$ cat config.mk
export PLATFORM = sky130hd
export DESIGN_NAME = router_1xn
export DESIGN_NICKNAME = d
export VERILOG_FILES = /design/src/rtl/router_pkg.sv /design/src/rtl/router_fifo.sv /design/src/rtl/router_1xn.sv
export SDC_FILE = /design/constraint.sdc
export NUM_CORES = 1
export LEC_CHECK = 0
export CAP_MARGIN = 20
export CORE_MARGIN = 5
export CORE_UTILIZATION = 60
export DETAILED_ROUTE_END_ITERATION = 7
export PLACE_DENSITY = 0.77
export REMOVE_ABC_BUFFERS = 1
export SYNTH_ARGS = -nofsm -noshare
export SYNTH_HDL_FRONTEND = slang
export SYNTH_SLANG_ARGS = --single-unit
$ cat constraint.sdc
create_clock -name clk -period 4.8 [get_ports clk]
set_clock_uncertainty 0.05 [all_clocks]
set_input_delay 0.72 -clock clk [delete_from_list [all_inputs] [get_ports clk]]
set_output_delay 0.72 -clock clk [all_outputs]
set_load 0.01 [all_outputs]
$ cat src/rtl/router_pkg.sv
// Shared types and header-field helpers for the 1-to-N packet router.
package router_pkg;

    typedef enum logic [2:0] {
        DECODE,
        WAIT_EMPTY,
        LOAD_DATA,
        FULL_STALL,
        CHECK_PARITY
    } state_t;

    localparam int MAX_CH = 8;
    localparam int HDR_W  = 8;

    function automatic int addr_width(input int num_ch);
        return $clog2(num_ch);
    endfunction

    // The length field starts right above the address field.
    function automatic int len_lsb(input int num_ch);
        return addr_width(num_ch);
    endfunction

    function automatic logic [HDR_W-1:0] hdr_addr(input logic [HDR_W-1:0] hdr, input int num_ch);
        return hdr & HDR_W'((1 << addr_width(num_ch)) - 1);
    endfunction

endpackage

$ cat src/rtl/router_fifo.sv
// Synchronous channel FIFO with flush and a registered read port; a full FIFO
// still accepts a push when a pop happens in the same cycle.
module router_fifo #(
    parameter int DATA_W = 8,
    parameter int DEPTH  = 16
) (
    input  logic              clk,
    input  logic              reset,
    input  logic              push,
    input  logic              pop,
    input  logic              flush,
    input  logic [DATA_W-1:0] din,
    output logic [DATA_W-1:0] dout,
    output logic              full,
    output logic              empty
);

    localparam int AW = $clog2(DEPTH);

    logic [DATA_W-1:0] mem [DEPTH];
    logic [AW:0]       wptr;
    logic [AW:0]       rptr;
    logic              do_push;
    logic              do_pop;

    assign empty   = (wptr == rptr);
    assign full    = (wptr[AW] != rptr[AW]) && (wptr[AW-1:0] == rptr[AW-1:0]);
    assign do_pop  = pop && !empty && !flush;
    assign do_push = push && (!full || do_pop) && !flush;

    always_ff @(posedge clk) begin
        if (do_push) begin
            mem[wptr[AW-1:0]] <= din;
        end
    end

    // Pointer MSB distinguishes full from empty when the low bits match.
    always_ff @(posedge clk or posedge reset) begin
        if (reset) begin
            wptr <= '0;
            rptr <= '0;
            dout <= '0;
        end else if (flush) begin
            wptr <= '0;
            rptr <= '0;
        end else begin
            if (do_push) begin
                wptr <= wptr + (AW+1)'(1);
            end
            if (do_pop) begin
                dout <= mem[rptr[AW-1:0]];
                rptr <= rptr + (AW+1)'(1);
            end
        end
    end

endmodule

$ cat src/rtl/router_1xn.sv
// Parametrised 1-to-N packet router: header steers each packet into a channel FIFO.
// Optional idle-read flush of channels is enabled by defining ROUTER_SOFT_RESET_EN.
module router_1xn
    import router_pkg::*;
#(
    parameter int DATA_W  = 8,
    parameter int NUM_CH  = 3,
    parameter int DEPTH   = 16,
    parameter int TIMEOUT = 30
) (
    input  logic                     clk,
    input  logic                     reset,
    input  logic                     pkt_valid,
    input  logic [DATA_W-1:0]        data_in,
    input  logic [NUM_CH-1:0]        read_enb,
    output logic [NUM_CH*DATA_W-1:0] data_out,
    output logic [NUM_CH-1:0]        vld_out,
    output logic                     busy,
    output logic                     error
);

    localparam int ADDR_W = addr_width(NUM_CH);

    state_t            state;
    logic [ADDR_W-1:0] target;
    logic [ADDR_W-1:0] addr;
    logic [HDR_W-1:0]  hdr_field;
    logic              addr_ok;
    logic [DATA_W-1:0] hold;
    logic              hold_is_parity;
    logic [DATA_W-1:0] parity;
    logic [DATA_W-1:0] rx_parity;
    logic [DATA_W-1:0] wdata;
    logic [NUM_CH-1:0] push;
    logic [NUM_CH-1:0] full;
    logic [NUM_CH-1:0] empty;
    logic [NUM_CH-1:0] can_push;
    logic [NUM_CH-1:0] flush;
    logic              abort;

    assign hdr_field = hdr_addr(HDR_W'(data_in), NUM_CH);
    assign addr_ok   = (hdr_field < HDR_W'(NUM_CH));
    assign addr      = hdr_field[ADDR_W-1:0];
    assign vld_out   = ~empty;
    // A full FIFO that is being read this cycle still takes a word.
    assign can_push  = ~full | read_enb;

    for (genvar i = 0; i < NUM_CH; i++) begin : g_ch
        router_fifo #(
            .DATA_W(DATA_W),
            .DEPTH (DEPTH)
        ) u_fifo (
            .clk  (clk),
            .reset(reset),
            .push (push[i]),
            .pop  (read_enb[i]),
            .flush(flush[i]),
            .din  (wdata),
            .dout (data_out[i*DATA_W +: DATA_W]),
            .full (full[i]),
            .empty(empty[i])
        );
    end

`ifdef ROUTER_SOFT_RESET_EN
    localparam int CNT_W = $clog2(TIMEOUT + 1);

    for (genvar i = 0; i < NUM_CH; i++) begin : g_idle
        logic [CNT_W-1:0] idle_cnt;

        always_ff @(posedge clk or posedge reset) begin
            if (reset) begin
                idle_cnt <= '0;
            end else if (read_enb[i] || idle_cnt == CNT_W'(TIMEOUT)) begin
                idle_cnt <= '0;
            end else if (vld_out[i]) begin
                idle_cnt <= idle_cnt + CNT_W'(1);
            end
        end

        assign flush[i] = (idle_cnt == CNT_W'(TIMEOUT));
    end

    assign abort = (state != DECODE) && flush[target];
`else
    logic unused_timeout;

    assign flush          = '0;
    assign abort          = 1'b0;
    assign unused_timeout = (TIMEOUT > 0);
`endif

    always_comb begin
        push  = '0;
        wdata = data_in;
        case (state)
            DECODE: begin
                if (pkt_valid && addr_ok && empty[addr]) begin
                    push[addr] = 1'b1;
                end
            end
            WAIT_EMPTY: begin
                if (empty[target]) begin
                    push[target] = 1'b1;
                    wdata        = hold;
                end
            end
            LOAD_DATA: begin
                if (can_push[target]) begin
                    push[target] = 1'b1;
                end
            end
            FULL_STALL: begin
                if (can_push[target]) begin
                    push[target] = 1'b1;
                    wdata        = hold;
                end
            end
            default: ;
        endcase
    end

    // The parity word is never folded into the accumulator; it is compared against it.
    always_ff @(posedge clk or posedge reset) begin
        if (reset) begin
            state          <= DECODE;
            target         <= '0;
            hold           <= '0;
            hold_is_parity <= 1'b0;
            parity         <= '0;
            rx_parity      <= '0;
            busy           <= 1'b0;
            error          <= 1'b0;
        end else if (abort) begin
            state <= DECODE;
            busy  <= 1'b0;
        end else begin
            case (state)
                DECODE: begin
                    if (pkt_valid && addr_ok) begin
                        target <= addr;
                        if (empty[addr]) begin
                            parity <= data_in;
                            error  <= 1'b0;
                            state  <= LOAD_DATA;
                            busy   <= 1'b0;
                        end else begin
                            hold  <= data_in;
                            state <= WAIT_EMPTY;
                            busy  <= 1'b1;
                        end
                    end
                end
                WAIT_EMPTY: begin
                    if (empty[target]) begin
                        parity <= hold;
                        error  <= 1'b0;
                        state  <= LOAD_DATA;
                        busy   <= 1'b0;
                    end
                end
                LOAD_DATA: begin
                    if (pkt_valid) begin
                        parity <= parity ^ data_in;
                    end else begin
                        rx_parity <= data_in;
                    end
                    if (can_push[target]) begin
                        if (!pkt_valid) begin
                            state <= CHECK_PARITY;
                            busy  <= 1'b1;
                        end
                    end else begin
                        hold           <= data_in;
                        hold_is_parity <= !pkt_valid;
                        state          <= FULL_STALL;
                        busy           <= 1'b1;
                    end
                end
                FULL_STALL: begin
                    if (can_push[target]) begin
                        if (hold_is_parity) begin
                            state <= CHECK_PARITY;
                        end else begin
                            state <= LOAD_DATA;
                            busy  <= 1'b0;
                        end
                    end
                end
                CHECK_PARITY: begin
                    error <= (rx_parity != parity);
                    state <= DECODE;
                    busy  <= 1'b0;
                end
                default: begin
                    state <= DECODE;
                    busy  <= 1'b0;
                end
            endcase
        end
    end

endmodule

==> key figures, run 1 <==
Run status
  – Outcome: complete, no violations

Routing
  – DR pass1 iterations: 5
  – Drt initial violations: 1066
  – Post-Route WL: 42.3 mm
  – Avg Vias per Cell: 6.36
  – Post-route ant nets: 0
  – DRC Markers: 0
  – Avg WL per Cell: 26.8 microns
  – Vias: 10000

Die
  – Cell Rows: 65
  – Die Y: 189 microns
  – Die W: 189 microns
  – DIE AREA: 35800 sq um
  – Starting Density: 0.609
  – I/O pin total: 43
  – Core box area: 31600 sq um

Yosys
  – Synth top area cells: edfxtp_1, mux4_2, dfrtp_1, nand2_1, xnor2_1
  – Share of the synthesized area in the top cell type: 0.598
  – Post-synthesis register bit count: 470
  – Post-synthesis sequential area ratio: 0.710
  – Mapped Area: 19300 sq um
  – Count leader, synth: edfxtp_1
  – Synth top cells by count: edfxtp_1, mux4_2, nand2_1
  – Post-synth ARST share: 0.183
  – EDFF count, synth: 384
  – Cells after synthesis: 1068
  – Syn Area/Cell: 18.0 sq um
  – Yosys warns: 0
  – Yosys top cell by area: edfxtp_1
  – Primary FF master, synth: edfxtp_1
  – Distinct cell type count after synthesis: 62

Worst setup path
  – CP delay by family, top: simple AND/OR/NAND/NOR gates
  – Critical path peak fanout: 11
  – Reg-to-reg critical path startpoint: g_ch[1].u_fifo.rptr[3]
  – Worst-path cell chain: xnor2_1 -> nand4_1 -> nor3b_1 -> o21ai_1 -> a31oi_2 -> nand2_1 -> nor2_1
  – Critical path class: reg -> reg
  – Crit path from: g_ch[1].u_fifo.rptr[3]
  – Worst Path Required: 4.92 ns
  – Critical Path End Type: flip-flop
  – Critical Path AT: 3.88 ns
  – Critical Path Start Type: flip-flop
  – Critical path buffers and inverters: 0
  – CP max-delay cell: dfrtp_1
  – CP max stage delay: 0.69 ns

STA
  – Period utilization: 0.784
  – Unrepaired setup endpoints after global routing: no
  – Relative slew slack: 0.292
  – Max Fclk: 266 MHz
  – Final worst slack: 1.04 ns
  – Slew Viols, Final: 0
  – Count of final hold-check violations: 0
  – Actual slew at the worst max-slew pin: 1.06 ns
  – Count of final setup violators: 0
  – Post-route setup TNS: 0 ns
  – Fin Hold WS: 0.421 ns
  – Tmin final: 3.76 ns

Power
  – Power density over the cells: 631 nW/um^2
  – Peak VDD IR: 0.000298 V
  – Power Total: 13.7 mW
  – Leak: 7.51 nW

Placement
  – # port buffers: 42
  – Hpwl dp: 26.5 mm
  – Routability congestion estimate: 0.872
  – Placed cell areas: 20200 sq um
  – Placed cell count: 1489
  – Post-Place Setup Slack: 0.754 ns

Cells and area
  – Final Instance Area: 21700 sq um
  – Util after Layout: 0.685
  – Post-Layout Cell Count: 1575
  – Filler cells: 1987
  – Layout cells sized above 1: 0.213
  – Total Nets Final: 1165
  – Area grow syn2layout: 12.5%

CTS
  – Maximum buffer depth of the clock tree: 3
  – Post-CTS Setup Inserts: 0
  – CTS buffer count: 47
  – H-tree levels: 2
  – Cts hold-fix bufs: 0
  – Clock Sinks: 470
  – Worst-path clk slew: 0.06 ns
  – Root Driver: clkbuf_16
  – Later-pin clock latency in the skew report: 0.54 ns
  – # resized after CTS: 0
  – TritonCTS clock tree: done

Global route
  – First-pass GRT wire length: 64.5 mm
  – Grt ovf: 0
  – Largest net degree at the start of global routing: 63
  – Total GRT Usage: 0.241
  – Vias in the first global route: 10200
  – Antenna violations before repair: 1

Worst hold path
  – Hold_sp: g_ch[2].u_fifo.dout[5]
  – Min-delay worst type: reg -> reg

Flow run
  – Max cap viols: 0
[flip-flops by register name, summed over array words and instances (netlist names)]
register	flops
busy	1
error	1
g_ch.u_fifo.dout	24
g_ch.u_fifo.mem	384
g_ch.u_fifo.rptr	15
g_ch.u_fifo.wptr	15
hold	8
hold_is_parity	1
parity	8
rx_parity	8
state	3
target	2
[path summary, 6_finish.rpt]
path / slack [ns] / cells after the start / to
setup / recovery: 1.04 / 7 / g_ch[1].u_fifo.mem[12][7]
hold / removal: 0.42 / 2 / g_ch[2].u_fifo.dout[5]
setup reg to reg: 1.04 / 7 / g_ch[1].u_fifo.mem[12][7]
hold reg to reg: 0.42 / 2 / g_ch[2].u_fifo.dout[5]
max in group asynchronous: 3.14 / 3 / g_ch[1].u_fifo.rptr[0]
min in group asynchronous: 0.63 / 2 / g_ch[0].u_fifo.dout[7]
[logic make-up after synthesis]
family,share of synthesized area
buffers and inverters,0.0158
XOR/XNOR,0.0214
AND/OR/NAND/NOR,0.0639
AO/OA/AOI/OAI,0.0266
multiplexers,0.153
adder cells (fa/ha/maj),0.00974
flip-flops,0.710
[area by class of cell]
cell class	instances	area [sq um]	share of cell area
inverter	18	70.1	0.00323
timing repair buffer	70	631	0.0291
clock buffer	64	1280	0.0590
multi-input combinational	529	5320	0.245
sequential	470	13700	0.631
tap	402	503	0.0232
clock inverter	21	189	0.00872
antenna	1	2.50	0.000115
[power breakdown]
group          switching [mW]  internal [mW]  leakage, nW
Clock                    1.47           2.03        0.716
Combinational            2.44           2.00         2.29
Sequential              0.475           5.25         4.50
Total                    4.38           9.29         7.51
[worst reg2reg max path: stages, from the launching register on]
cell and delay [ns]:
dfrtp_1 0.69, xnor2_1 0.18, nand4_1 0.28, nor3b_1 0.50, o21ai_1 0.33, a31oi_2 0.59
nand2_1 0.17, nor2_1 0.60
[per-layer routing]
layer / part of all wire / vias up / global-route usage
li1: - / 4334 / -
met1: 0.40 / 5201 / 0.345
met2: 0.52 / 431 / 0.402
met3: 0.067 / 46 / 0.0378
met4: 0.018 / 0 / 0.0551
met5: 0 / - / 0
[layout by cell type, fill, tap and decap left out, types with 15 or more instances in the layout]
cell type | netlist | final
edfxtp_1 | 384 | 384
nand2_1 | 120 | 120
mux4_2 | 120 | 120
dfrtp_1 | 86 | 83
clkbuf_16 | 0 | 47
xnor2_1 | 43 | 43
clkdlybuf4s50_1 | 0 | 42
and3_1 | 37 | 37
nor2_1 | 29 | 29
buf_4 | 3 | 28
mux2_2 | 20 | 20
inv_1 | 18 | 17
ha_1 | 15 | 15
No activity file was read; power rests on OpenSTA's default activity.
==> inputs of run 2 (changes only) <==
Clock period 4.8 ns to 3.7 ns, I/O delays scaled along.
==> key figures, run 2 (synthesized netlist as in run 1, its figures left out) <==
Placement
  – Routability congestion estimate: 0.889 (+1.9%)
  – Placed cell areas: 20400 sq um (+0.72%)
  – Post-Place Setup Slack: 0.0472 ns (-0.707 ns)
  – Hpwl dp: 26.0 mm (-1.9%)
  – # port buffers: 42 (unchanged)

Worst setup path
  – Critical path peak fanout: 14 (+3)
  – Critical path class: reg -> reg
  – Critical Path End Type: flip-flop
  – Critical Path Start Type: flip-flop
  – Worst Path Required: 3.83 ns (-1.09 ns)
  – Critical Path AT: 3.42 ns (-0.46 ns)

Die
  – Core box area: 31600 sq um (unchanged)
  – I/O pin total: 43 (unchanged)
  – Die W: 189 microns (unchanged)
  – DIE AREA: 35800 sq um (unchanged)
  – Die Y: 189 microns (unchanged)
  – Cell Rows: 65 (unchanged)
  – Starting Density: 0.609 (unchanged)

CTS
  – # resized after CTS: 0 (unchanged)
  – TritonCTS clock tree: done
  – H-tree levels: 2 (unchanged)
  – Post-CTS Setup Inserts: 0 (unchanged)
  – Root Driver: clkbuf_16
  – Maximum buffer depth of the clock tree: 3 (unchanged)
  – Cts hold-fix bufs: 0 (unchanged)
  – Worst-path clk slew: 0.06 ns (about the same)
  – Later-pin clock latency in the skew report: 0.54 ns (about the same)
  – Clock Sinks: 470 (unchanged)
  – CTS buffer count: 46 (-2.1%)

Global route
  – Met3 Use GR: 0.0350 (-0.00277)
  – Grt met1 use: 0.336 (-0.00856)
  – GR Util met2: 0.378 (-0.0234)
  – Largest net degree at the start of global routing: 52 (-17%)
  – Antenna violations before repair: 0 (-1)
  – GR peak layer: met2
  – Total GRT Usage: 0.231 (-0.0101)
  – First-pass GRT wire length: 62.9 mm (-2.6%)
  – Grt ovf: 0 (unchanged)
  – Vias in the first global route: 10300 (+1.4%)

Cells and area
  – Final Instance Area: 21800 sq um (+0.66%)
  – Commonest non-fill, non-tap cell in the layout: edfxtp_1
  – Util after Layout: 0.690 (+0.00455)
  – Area grow syn2layout: 13.2%
  – Layout cells sized above 1: 0.226 (+0.0131)
  – Max reg flops: 384 (unchanged)
  – ANT cells: 0 (-1)
  – Commonest non-fill, non-tap cells in the layout: edfxtp_1, nand2_1, mux4_2
  – Total Nets Final: 1181 (+1.4%)

STA
  – Period utilization: 0.889 (+0.105)
  – Slew Viols, Final: 0 (unchanged)
  – Max Fclk: 304 MHz (+14%)
  – Actual slew at the worst max-slew pin: 0.814 ns (-0.247 ns)
  – Relative slew slack: 0.456 (+0.164)
  – Count of final hold-check violations: 0 (unchanged)
  – Count of final setup violators: 0 (unchanged)
  – Unrepaired setup endpoints after global routing: no
  – Tmin final: 3.29 ns (-0.473 ns)
  – Final worst slack: 0.409 ns (-0.627 ns)
  – Post-route setup TNS: 0 ns (unchanged)

Routing
  – Post-route ant nets: 0 (unchanged)
  – Drt initial violations: 817 (-23%)
  – Post-Route WL: 40.2 mm (-4.8%)
  – DR pass1 iterations: 6 (+1)
  – Vias: 9975 (-0.37%)
  – DRC Markers: 0 (unchanged)
  – Avg Vias per Cell: 6.27 (-1.3%)
  – Avg WL per Cell: 25.3 microns (-5.7%)

Power
  – Peak VDD IR: 0.000373 V (+25%)
  – Power density over the cells: 810 nW/um^2 (+28%)
  – Leak: 7.60 nW (+1.2%)
  – Power Total: 17.7 mW (+29%)

Run status
  – Outcome: complete, no violations

Flow run
  – Max cap viols: 0 (unchanged)

Worst hold path
  – Min-delay worst type: in -> async
-- run 2: final timing paths --
kind,start,end,slack [ns],cells past startpoint
setup reg to reg,g_ch[1].u_fifo.wptr[2],g_ch[0].u_fifo.mem[9][6],0.41,7
hold / removal,reset,hold_is_parity,0.37,2
min in group clk,g_ch[1].u_fifo.dout[4],g_ch[1].u_fifo.dout[4],0.42,2
hold reg to reg,g_ch[1].u_fifo.dout[4],g_ch[1].u_fifo.dout[4],0.42,2
max in group asynchronous,reset,g_ch[2].u_fifo.rptr[0],2.54,3
setup / recovery,g_ch[1].u_fifo.wptr[2],g_ch[0].u_fifo.mem[9][6],0.41,7
-- run 2: power breakdown --
part / internal (mW) / total (mW) / switching (mW)
registers: 6.81 / 7.33 / 0.512
logic: 2.67 / 5.84 / 3.17
clock network: 2.61 / 4.51 / 1.90
-- run 2: stage by stage --
stage	cells	hold slack, ns
floorplan	1017	0.410
global route	1590	0.410
CTS	1589	0.375
finish	1590	0.368
global placement	1505	0.408
detailed placement	1505	0.412
-- run 2: area by class of cell --
class | instances | area, sq um
Clock buffer | 62 | 1260
Timing Repair Buffer | 87 | 783
Inverter | 18 | 70.1
Sequential cell | 470 | 13700
Fill cell | 1970 | 9820
Tap cell | 402 | 503
Clock inverter | 22 | 201
Multi-Input combinational cell | 529 | 5320
-- run 2: metal layers --
metal	vias to the layer above	routed length, microns	part of all wire
met5	-	0	0
met4	0	813	0.020
met3	61	2380	0.059
met2	362	20500	0.51
met1	5181	16500	0.41
li1	4371	-	-
-- run 2: worst max-delay path, stage by stage (launching register included) --
cell     delay, ns
dfrtp_1       0.55
xnor2_1       0.16
nand4_1       0.30
nor3b_1       0.48
o21ai_1       0.15
a21oi_1       0.40
or2_2         0.36
and3_1        0.50
